<file path="src/rtl/da_spi_tx_pkg.sv">
// Shared definitions for the DAC SPI transmitter. The frame timing defaults are
// the same ones the ADC capture front end uses, so both converters see identical frames.
package da_spi_tx_pkg;

  localparam logic [2:0] S_IDLE        = 3'd0;
  localparam logic [2:0] S_FRONT_PORCH = 3'd1;
  localparam logic [2:0] S_SHIFTING    = 3'd2;
  localparam logic [2:0] S_BACK_PORCH  = 3'd3;
  localparam logic [2:0] S_HOLD        = 3'd4;

  localparam int BITS_PER_TRANSACTION = 16;

  localparam int DEF_CLOCKS_PER_BIT              = 5;
  localparam int DEF_CLOCKS_BEFORE_DATA          = 5;
  localparam int DEF_CLOCKS_AFTER_DATA           = 5;
  localparam int DEF_CLOCKS_BETWEEN_TRANSACTIONS = 10;

endpackage

</file>
<file path="src/rtl/da_spi_tx.sv">
// Serial transmitter writing 16-bit MSB-first frames to a DAC, with a one-entry
// holding buffer so the next sample can be queued while the current one shifts.
//
// state         | meaning
// S_IDLE        | cs high, waiting for a buffered word
// S_FRONT_PORCH | cs low, settling time before the first bit
// S_SHIFTING    | cs low, 16 bits clocked out on sclk
// S_BACK_PORCH  | cs low, settling time after the last bit
// S_HOLD        | cs high, minimum gap between frames; also the reset state
module da_spi_tx
  import da_spi_tx_pkg::*;
#(
  parameter int INCLUDE_DEBUG_INTERFACE     = 1,
  parameter int CLOCKS_PER_BIT              = DEF_CLOCKS_PER_BIT,
  parameter int CLOCKS_BEFORE_DATA          = DEF_CLOCKS_BEFORE_DATA,
  parameter int CLOCKS_AFTER_DATA           = DEF_CLOCKS_AFTER_DATA,
  parameter int CLOCKS_BETWEEN_TRANSACTIONS = DEF_CLOCKS_BETWEEN_TRANSACTIONS
) (
  input  logic        clk_100M,
  input  logic        rst,
  input  logic [15:0] din,
  input  logic        din_valid,
  output logic        din_ready,
  output logic        cs,
  output logic        sclk,
  output logic        sdout,
  output logic        busy,
  output logic        done,
  output logic [2:0]  led
);

  localparam logic [31:0] LAST_BIT_CLK = 32'(CLOCKS_PER_BIT - 1);
  localparam logic [31:0] LAST_FRONT   = 32'(CLOCKS_BEFORE_DATA - 1);
  localparam logic [31:0] LAST_BACK    = 32'(CLOCKS_AFTER_DATA - 1);
  localparam logic [31:0] LAST_HOLD    = 32'(CLOCKS_BETWEEN_TRANSACTIONS - 1);
  localparam logic [31:0] LAST_BIT_IDX = 32'(BITS_PER_TRANSACTION - 1);
  localparam logic [31:0] HALF         = 32'(CLOCKS_PER_BIT >> 1);

  logic [2:0]  state_q, state_d;
  logic [31:0] count0_q, count0_d;
  logic [31:0] count1_q, count1_d;
  logic [15:0] sreg_q, sreg_d;
  logic [15:0] buf_q, buf_d;
  logic        buf_full_q, buf_full_d;
  logic        done_q, done_d;

  always_comb begin
    state_d    = state_q;
    count0_d   = count0_q;
    count1_d   = count1_q;
    sreg_d     = sreg_q;
    buf_d      = buf_q;
    buf_full_d = buf_full_q;
    done_d     = 1'b0;

    // Accept only into an empty buffer; IDLE only drains a full one, so they never collide.
    if (din_valid && !buf_full_q) begin
      buf_d      = din;
      buf_full_d = 1'b1;
    end

    case (state_q)
      S_IDLE: begin
        if (buf_full_q) begin
          sreg_d     = buf_q;
          buf_full_d = 1'b0;
          count0_d   = '0;
          state_d    = S_FRONT_PORCH;
        end
      end
      S_FRONT_PORCH: begin
        if (count0_q == LAST_FRONT) begin
          count0_d = '0;
          count1_d = '0;
          state_d  = S_SHIFTING;
        end else begin
          count0_d = count0_q + 32'd1;
        end
      end
      S_SHIFTING: begin
        if (count0_q == LAST_BIT_CLK) begin
          count0_d = '0;
          if (count1_q == LAST_BIT_IDX) begin
            state_d = S_BACK_PORCH;
          end else begin
            count1_d = count1_q + 32'd1;
            sreg_d   = {sreg_q[14:0], 1'b0};
          end
        end else begin
          count0_d = count0_q + 32'd1;
        end
      end
      S_BACK_PORCH: begin
        if (count0_q == LAST_BACK) begin
          count0_d = '0;
          done_d   = 1'b1;
          state_d  = S_HOLD;
        end else begin
          count0_d = count0_q + 32'd1;
        end
      end
      S_HOLD: begin
        if (count0_q == LAST_HOLD) begin
          count0_d = '0;
          state_d  = S_IDLE;
        end else begin
          count0_d = count0_q + 32'd1;
        end
      end
      default: begin
        count0_d = '0;
        state_d  = S_HOLD;
      end
    endcase
  end

  always_ff @(posedge clk_100M) begin
    if (rst) begin
      state_q    <= S_HOLD;
      count0_q   <= '0;
      count1_q   <= '0;
      sreg_q     <= '0;
      buf_q      <= '0;
      buf_full_q <= 1'b0;
      done_q     <= 1'b0;
    end else begin
      state_q    <= state_d;
      count0_q   <= count0_d;
      count1_q   <= count1_d;
      sreg_q     <= sreg_d;
      buf_q      <= buf_d;
      buf_full_q <= buf_full_d;
      done_q     <= done_d;
    end
  end

  assign din_ready = !buf_full_q;
  assign cs        = !((state_q == S_FRONT_PORCH) || (state_q == S_SHIFTING) ||
                       (state_q == S_BACK_PORCH));
  // Bit is driven from count0=0, so it is stable well before the falling edge at HALF.
  assign sclk      = !((state_q == S_SHIFTING) && (count0_q >= HALF));
  assign sdout     = (state_q == S_SHIFTING) ? sreg_q[15] : 1'b0;
  assign busy      = (state_q != S_IDLE);
  assign done      = done_q;

  generate
    if (INCLUDE_DEBUG_INTERFACE == 1) begin : g_led
      assign led = state_q;
    end else begin : g_no_led
      assign led = 3'b000;
    end
  endgenerate

endmodule

</file>
<file path="config.mk">
export PLATFORM = sky130hd
export DESIGN_NAME = da_spi_tx
export DESIGN_NICKNAME = d
export VERILOG_FILES = /design/src/rtl/da_spi_tx_pkg.sv /design/src/rtl/da_spi_tx.sv
export SDC_FILE = /design/constraint.sdc
export NUM_CORES = 1
export LEC_CHECK = 0
export ABC_AREA = 1
export BUFFER_PORTS_ARGS = -buffer_cell sky130_fd_sc_hd__buf_2
export CAP_MARGIN = 0
export CORE_MARGIN = 1.5
export CORE_UTILIZATION = 45
export CTS_CLUSTER_DIAMETER = 40
export DETAILED_ROUTE_END_ITERATION = 10
export HOLD_SLACK_MARGIN = 0.06
export SKIP_LAST_GASP = 1
export SYNTH_ARGS = -nofsm -noshare
export SYNTH_HDL_FRONTEND = slang
export SYNTH_SLANG_ARGS = --single-unit
</file>
<file path="constraint.sdc">
create_clock -name clk_100M -period 2.09 [get_ports clk_100M]
set_input_delay 0.3135 -clock clk_100M [delete_from_list [all_inputs] [get_ports clk_100M]]
set_output_delay 0.3135 -clock clk_100M [all_outputs]
set_load 0.02 [all_outputs]
</file>
==> results by group, run 1 <==
Power
  • PD cells: 808 nW/µm²
  • Comb power frac: 30.3%
  • Clock power share: 31.0%
  • Leak: 2.82 nW
  • Int Power: 3.62 mW
  • Sequential power share: 38.7%
  • Sw frac: 36.9%
  • Total power draw: 5.74 mW
  • Max VDD drop: 0.540 mV
  • Net switching power: 2.12 mW

Placement
  • IO buf count: 27
  • Post-DP HPWL: 11.3 mm
  • RD Place Congestion: 0.931
  • Placed Instances: 1162

Flow run
  • MaxCap Viol Count: 0

Synthesis
  • Syn nets: 990
  • Main combinational cell family by area after synthesis: simple AND/OR/NAND/NOR gates
  • Ys flop type: dfxtp_1
  • Mapped Avg Cell Area: 6.29 µm²
  • Asr flop ratio synth: 0%
  • Flops & latches, synth: 101
  • Post-synth EDFFs: 0
  • Synth cell types: 41
  • Synth Area in Simple Gates: 40.8%
  • Synth warn: 0
  • Post-Synth Adder-Cell Area: 1.03%
  • Mapped Area: 6080 µm²
  • Mux contribution to synthesized area: 0%
  • Biggest area contributors in the synthesized netlist: dfxtp_1, nand2_1, nor2_1, inv_1, o21ai_0
  • Most numerous cell in the Yosys netlist: nand2_1
  • Compound-Gate Fraction of Synth Area: 12.0%
  • Area share of the largest cell type after synthesis: 33.3%
  • Sequential cell area fraction in the yosys report: 33.3%
  • Synth Instances: 966
  • Commonest cells post-synth: nand2_1, nor2_1, dfxtp_1
  • Post-synthesis xor/xnor area fraction: 4.61%
  • Cell taking the most area after synthesis: dfxtp_1

Die
  • # rows: 42
  • Die footprint: 14200 µm²
  • # IOs: 28
  • Core area: 13200 µm²
  • DIE HEIGHT: 119 µm
  • Initial Utilization: 46.1%
  • Die width: 119 µm

STA
  • Fin crit period: 2.02 ns
  • Setup violations, final: 0
  • Final max-slew violation count: 0
  • Worst slew margin: 65.9%
  • Final hold vios: 0
  • Skew final: 0.0100 ns
  • Fmax: 496 MHz
  • Final period util: 96.5%
  • Worst-Margin Slew: 0.511 ns
  • RSZ-0062 raised after global routing: true

Drt
  • Iter 0 DRT Violations: 331
  • Met3 WL: 735 µm
  • Wire length on met1: 7.98 mm
  • DRT Pass-1 Iters: 5
  • DRT antenna net count: 0
  • Vias/cell: 5.05
  • DR WL/cell: 13.5 µm
  • Via Count: 6062
  • Top Metal Used: met4
  • Met2 WL: 7.17 mm
  • Total Wirelength: 16.2 mm
  • Drt drc: 0

Clock network
  • Clock Sinks: 101
  • Total CTS buffers: 9
  • Clk Latency, worst-skew pair: 0.36 ns
  • Hold-fix buffers, CTS: 0
  • CTS tree: yes
  • Maximum clock insertion buffer count: 2
  • Root buffer cell: clkbuf_16
  • Clock slew at reported path FFs: 0.07 ns
  • Htree depth: 3

Global routing
  • Initial antenna violation count: 0
  • Global-route wire length before repair: 26.6 mm
  • Vias in the first global route: 5566
  • GRT overflow: 0
  • Aggregate global-route resource usage: 23.0%
  • Largest net degree at the start of global routing: 58

Cells and area
  • Ant diodes: 0
  • Final core utilization: 53.8%
  • Non-filler cells in the finished layout: 1200
  • Share of layout cells above drive strength 1: 19.0%
  • Fill cells: 1382
  • Synth-to-Final Area Change: 16.8%
  • Fin nets: 1043

Worst setup path
  • Type of origin of the critical path: flop
  • Req. time, crit path: 1.78 ns
  • Crit-path max FO: 3
  • CP endpoint kind: output pin
  • Crit path DAT: 1.70 ns
  • Setup CP Type: reg2out

Run status
  • Outcome: completed

Hold path
  • Hold crit path type: in2reg
through the flow:
step	instance area, µm²	setup WS [ns]	TNS, ns	hold slack, ns
after CTS	6930	0.000285	0	0.196
after floorplan	6080	0.255	0	0.439
final	7100	0.0726	0	0.202
after detailed placement	6450	0.100	0	0.454
after global placement	6450	0.102	0	0.449
after global routing	7100	-0.0503	-0.464	0.218
critical path: stages (launching register included):
cell     delay, ns
dfxtp_4       0.37
nor2_4        0.11
nand2_2       0.07
nor2_4        0.15
nand4_1       0.16
o41ai_2       0.28
buf_4         0.21
power groups by stage:
stage          Clock, mW  Combinational [mW]  Sequential [mW]
2_1_floorplan          0                1.25             2.28
3_3_place_gp           0                1.65             2.27
3_5_place_dp           0                1.65             2.27
4_1_cts             1.80                1.66             2.22
5_1_grt             1.88                1.96             2.24
6_report            1.78                1.74             2.22
placed cells by master (no fill, tap or decap), drive strengths merged:
cell type	synthesis	layout
nor2	237	237
inv	81	84
ha	5	5
nor3	20	20
a21o	2	2
clkbuf	16	9
buf	15	72
o21ai	45	45
o41ai	2	2
nor3b	1	1
o22ai	2	2
nand3	42	42
o21bai	6	6
nand4	22	22
o211ai	7	7
o31ai	2	2
nand2	272	273
dfxtp	101	101
xnor2	10	10
nor4	2	2
a21oi	50	50
xor2	22	22
clkinv	1	4
and3	2	2
bufinv	0	1
nand3b	1	1
area by class of cell:
type / instances / area [µm²] / share of cell area [%]
multi-input combinational: 753 / 3680 / 51.8
sequential: 101 / 2080 / 29.2
timing repair buffer: 72 / 504 / 7.10
inverter: 82 / 314 / 4.42
clock buffer: 9 / 225 / 3.17
tap: 176 / 220 / 3.10
clock inverter: 7 / 81.3 / 1.15
state kept, by name (all words and copies together), names as in the netlist:
signal	count
buf_full_q	1
buf_q	16
count0_q	32
count1_q	32
done	1
led	3
sreg_q	16
layer usage:
layer / track usage [%] / up-vias
li1: - / 3164
met3: 3.69 / 19
met2: 36.5 / 139
met5: 0 / -
met4: 8.96 / 0
met1: 31.5 / 2740
worst paths after layout:
kind / startpoint / to / slack [ns] / cells past startpoint
hold / removal: din[7] / buf_q[7] / 0.20 / 3
hold reg to reg: buf_full_q / buf_full_q / 0.46 / 2
setup / recovery: count0_q[20] / sclk / 0.07 / 6
setup reg to reg: count0_q[4] / count0_q[28] / 0.07 / 13
cell families (layout without fill, tap and decap cells):
| group | count (synthesis) | count (layout) |
|---|---|---|
| AOI/OAI and AO/OA | 116 | 116 |
| buffers and inverters | 113 | 170 |
| xor gates and xnor gates | 32 | 32 |
| adders and majority gates | 5 | 5 |
| DFF | 101 | 101 |
| and+or+nand+nor | 599 | 600 |
what timing repair did:
| action | in CTS | in global routing |
|---|---|---|
| resized for setup | 24 | 46 |
| gates cloned | 0 | 1 |
| setup buffers | 15 | 6 |
| pin swaps | 9 | 14 |
| setup endpoints to repair | 1 | 37 |
Note: power is estimated with default switching activity, not from simulation.
==> run 2, diff against run 1 <==
Settings changed: CORE_ASPECT_RATIO set to 1.75.
==> run 2 against run 1 <==
Compared with the run above:
- sequential cell count is the same
- routed wire length grew 6.9%
- hold slack hardly changed
- combinational power about the same
- worst setup slack worse by 0.037 ns
- global-route usage grew 2.1 points
- register-to-register slack better by 0.07 ns
- non-clock buffer count shrank 6
- clock skew rose by 0.0012 ns
- first-iteration DRC count decreased by 11%
- via count is 0.74% lower
- cell count decreased by 0.75%
- largest cell class unchanged
- highest routed layer unchanged
==> results by group, run 2 (same netlist as run 1, synthesis figures left out) <==
Cells and area
  • Share of layout cells above drive strength 1: 17.6%
  • Fin nets: 1036
  • Regs by FF count: count0_q x32, count1_q x32
  • Ant diodes: 0
  • Most frequent cells in the layout: nand2_1, nor2_1, dfxtp_1, inv_1, o21ai_0
  • Synth-to-Final Area Change: 15.6%
  • Non-filler cells in the finished layout: 1191
  • Final instance area: 7030 µm²
  • Commonest non-fill, non-tap cell in the layout: nand2_1

STA
  • Setup violations, final: 0
  • Fin Hold WS: 0.202 ns
  • Final max-slew violation count: 0
  • Fin crit period: 2.05 ns
  • Final period util: 98.3%
  • Worst slew margin: 57.5%
  • Fmax: 487 MHz
  • Worst-Margin Slew: 0.638 ns
  • RSZ-0062 raised after global routing: true
  • Skew final: 0.0112 ns
  • Final hold vios: 0

Drt
  • Iter 0 DRT Violations: 296
  • Total Wirelength: 17.3 mm
  • Drt drc: 0
  • Vias/cell: 5.05
  • DR WL/cell: 14.5 µm
  • Via Count: 6017
  • DRT Pass-1 Iters: 4
  • DRT antenna net count: 0

Placement
  • IO buf count: 27
  • Placed Instances: 1166
  • Post-DP HPWL: 12.9 mm
  • RD Place Congestion: 0.952
  • Placed cell areas: 6480 µm²

Hold path
  • Hold_sp: din[9]
  • Hold depth: 3
  • Hold crit path type: in2reg
  • Hold Path Sink: buf_q[9]

Global routing
  • Largest net degree at the start of global routing: 42
  • Global-route wire length before repair: 28.1 mm
  • Vias in the first global route: 5898
  • GRT overflow: 0
  • Aggregate global-route resource usage: 25.1%
  • Initial antenna violation count: 0

Power
  • PD cells: 809 nW/µm²
  • Leak: 2.78 nW
  • Total power draw: 5.69 mW
  • Max VDD drop: 0.539 mV

Clock network
  • Maximum clock insertion buffer count: 2
  • Total CTS buffers: 9
  • Hold-fix buffers, CTS: 0
  • Clk Latency, worst-skew pair: 0.36 ns
  • Clock slew at reported path FFs: 0.08 ns
  • Clock Sinks: 101
  • Htree depth: 3
  • CTS tree: yes
  • Root buffer cell: clkbuf_16

Worst setup path
  • Reg2reg setup slack: 0.14 ns
  • Crit-path max FO: 5
  • CP max stage delay: 0.37 ns
  • R2R Path Start: count0_q[0]
  • Req. time, crit path: 1.78 ns
  • Cell family with most CP delay: simple AND/OR/NAND/NOR gates
  • Crit path DAT: 1.74 ns
  • Top cell by count, worst path: nor2_4
  • Type of origin of the critical path: flop
  • R2R cell count: 10
  • CP endpoint kind: output pin
  • Buf/Inv on CP: 1
  • Critical R2R Capture: count1_q[16]
  • Setup CP Type: reg2out
  • Critical path's slowest cell: dfxtp_4
  • Critical-path cell list: nor2_4 > nand2_2 > nor2_4 > nand4_1 > o41ai_2 > buf_4

Die
  • # rows: 56
  • # IOs: 28
  • Die width: 90.9 µm
  • Die footprint: 14200 µm²
  • DIE HEIGHT: 157 µm
  • Core area: 13300 µm²
  • Initial Utilization: 45.7%

Flow run
  • MaxCap Viol Count: 0

Run status
  • Outcome: completed
-- run 2: cell types whose count changed in the layout (fill, tap and decap cells not counted), sizes merged --
cell,delta
buf,-6
inv,+2
bufinv,-1
clkinv,-1
nand2,-1
-- run 2: per-layer routing --
metal | routed length, µm | track usage [%]
met5 | 0 | 0
met4 | 1040 | 16.8
met3 | 378 | 2.53
met2 | 9440 | 49.2
met1 | 6430 | 24.4
-- run 2: per-stage QoR --
step | setup WS, ns | util [%] | TNS [ns]
after floorplan | 0.255 | - | 0
after global placement | 0.155 | 48.7 | 0
after detailed placement | 0.143 | 48.7 | 0
after CTS | 0.00911 | 51.3 | 0
after global routing | -0.0815 | 52.8 | -0.104
final | 0.0357 | 52.8 | 0
-- run 2: where the power goes --
group	internal (mW)	switching, mW
combinational	0.546	1.17
clock	0.868	0.881
sequential	2.10	0.117
-- run 2: what timing repair did --
action / 4_1_cts / 5_1_grt
hold endpoints to repair: 0 / 0
gates cloned: 0 / 0
gates resized for setup: 6 / 56
buffers inserted: 1 / 8
endpoints found under the setup margin: 1 / 30
pin swaps: 1 / 13
-- run 2: layout make-up --
class,count,area [µm²]
multi-input combinational,752,3670
tap,174,218
sequential,101,2070
timing repair buffer,66,443
clock buffer,9,225
clock inverter,7,83.8
fill,1414,6290
inverter,82,315
-- run 2: tightest hold or removal path: stages --
cell and delay (ns):
buf_2 0.07, o21ai_0 0.07, nor2_1 0.07
-- run 2: how the worst max path moves through the flow --
stage          cells after the start  slack (ns)            to          from
2_1_floorplan                      5        0.26          sclk  count0_q[10]
3_3_place_gp                       9        0.16  count1_q[29]  count0_q[24]
3_5_place_dp                      10        0.14  count1_q[18]   count0_q[0]
4_1_cts                            6       0.009          sclk  count0_q[23]
5_1_grt                            6       -0.08          sclk  count0_q[31]
6_report                           6        0.04          sclk  count0_q[18]
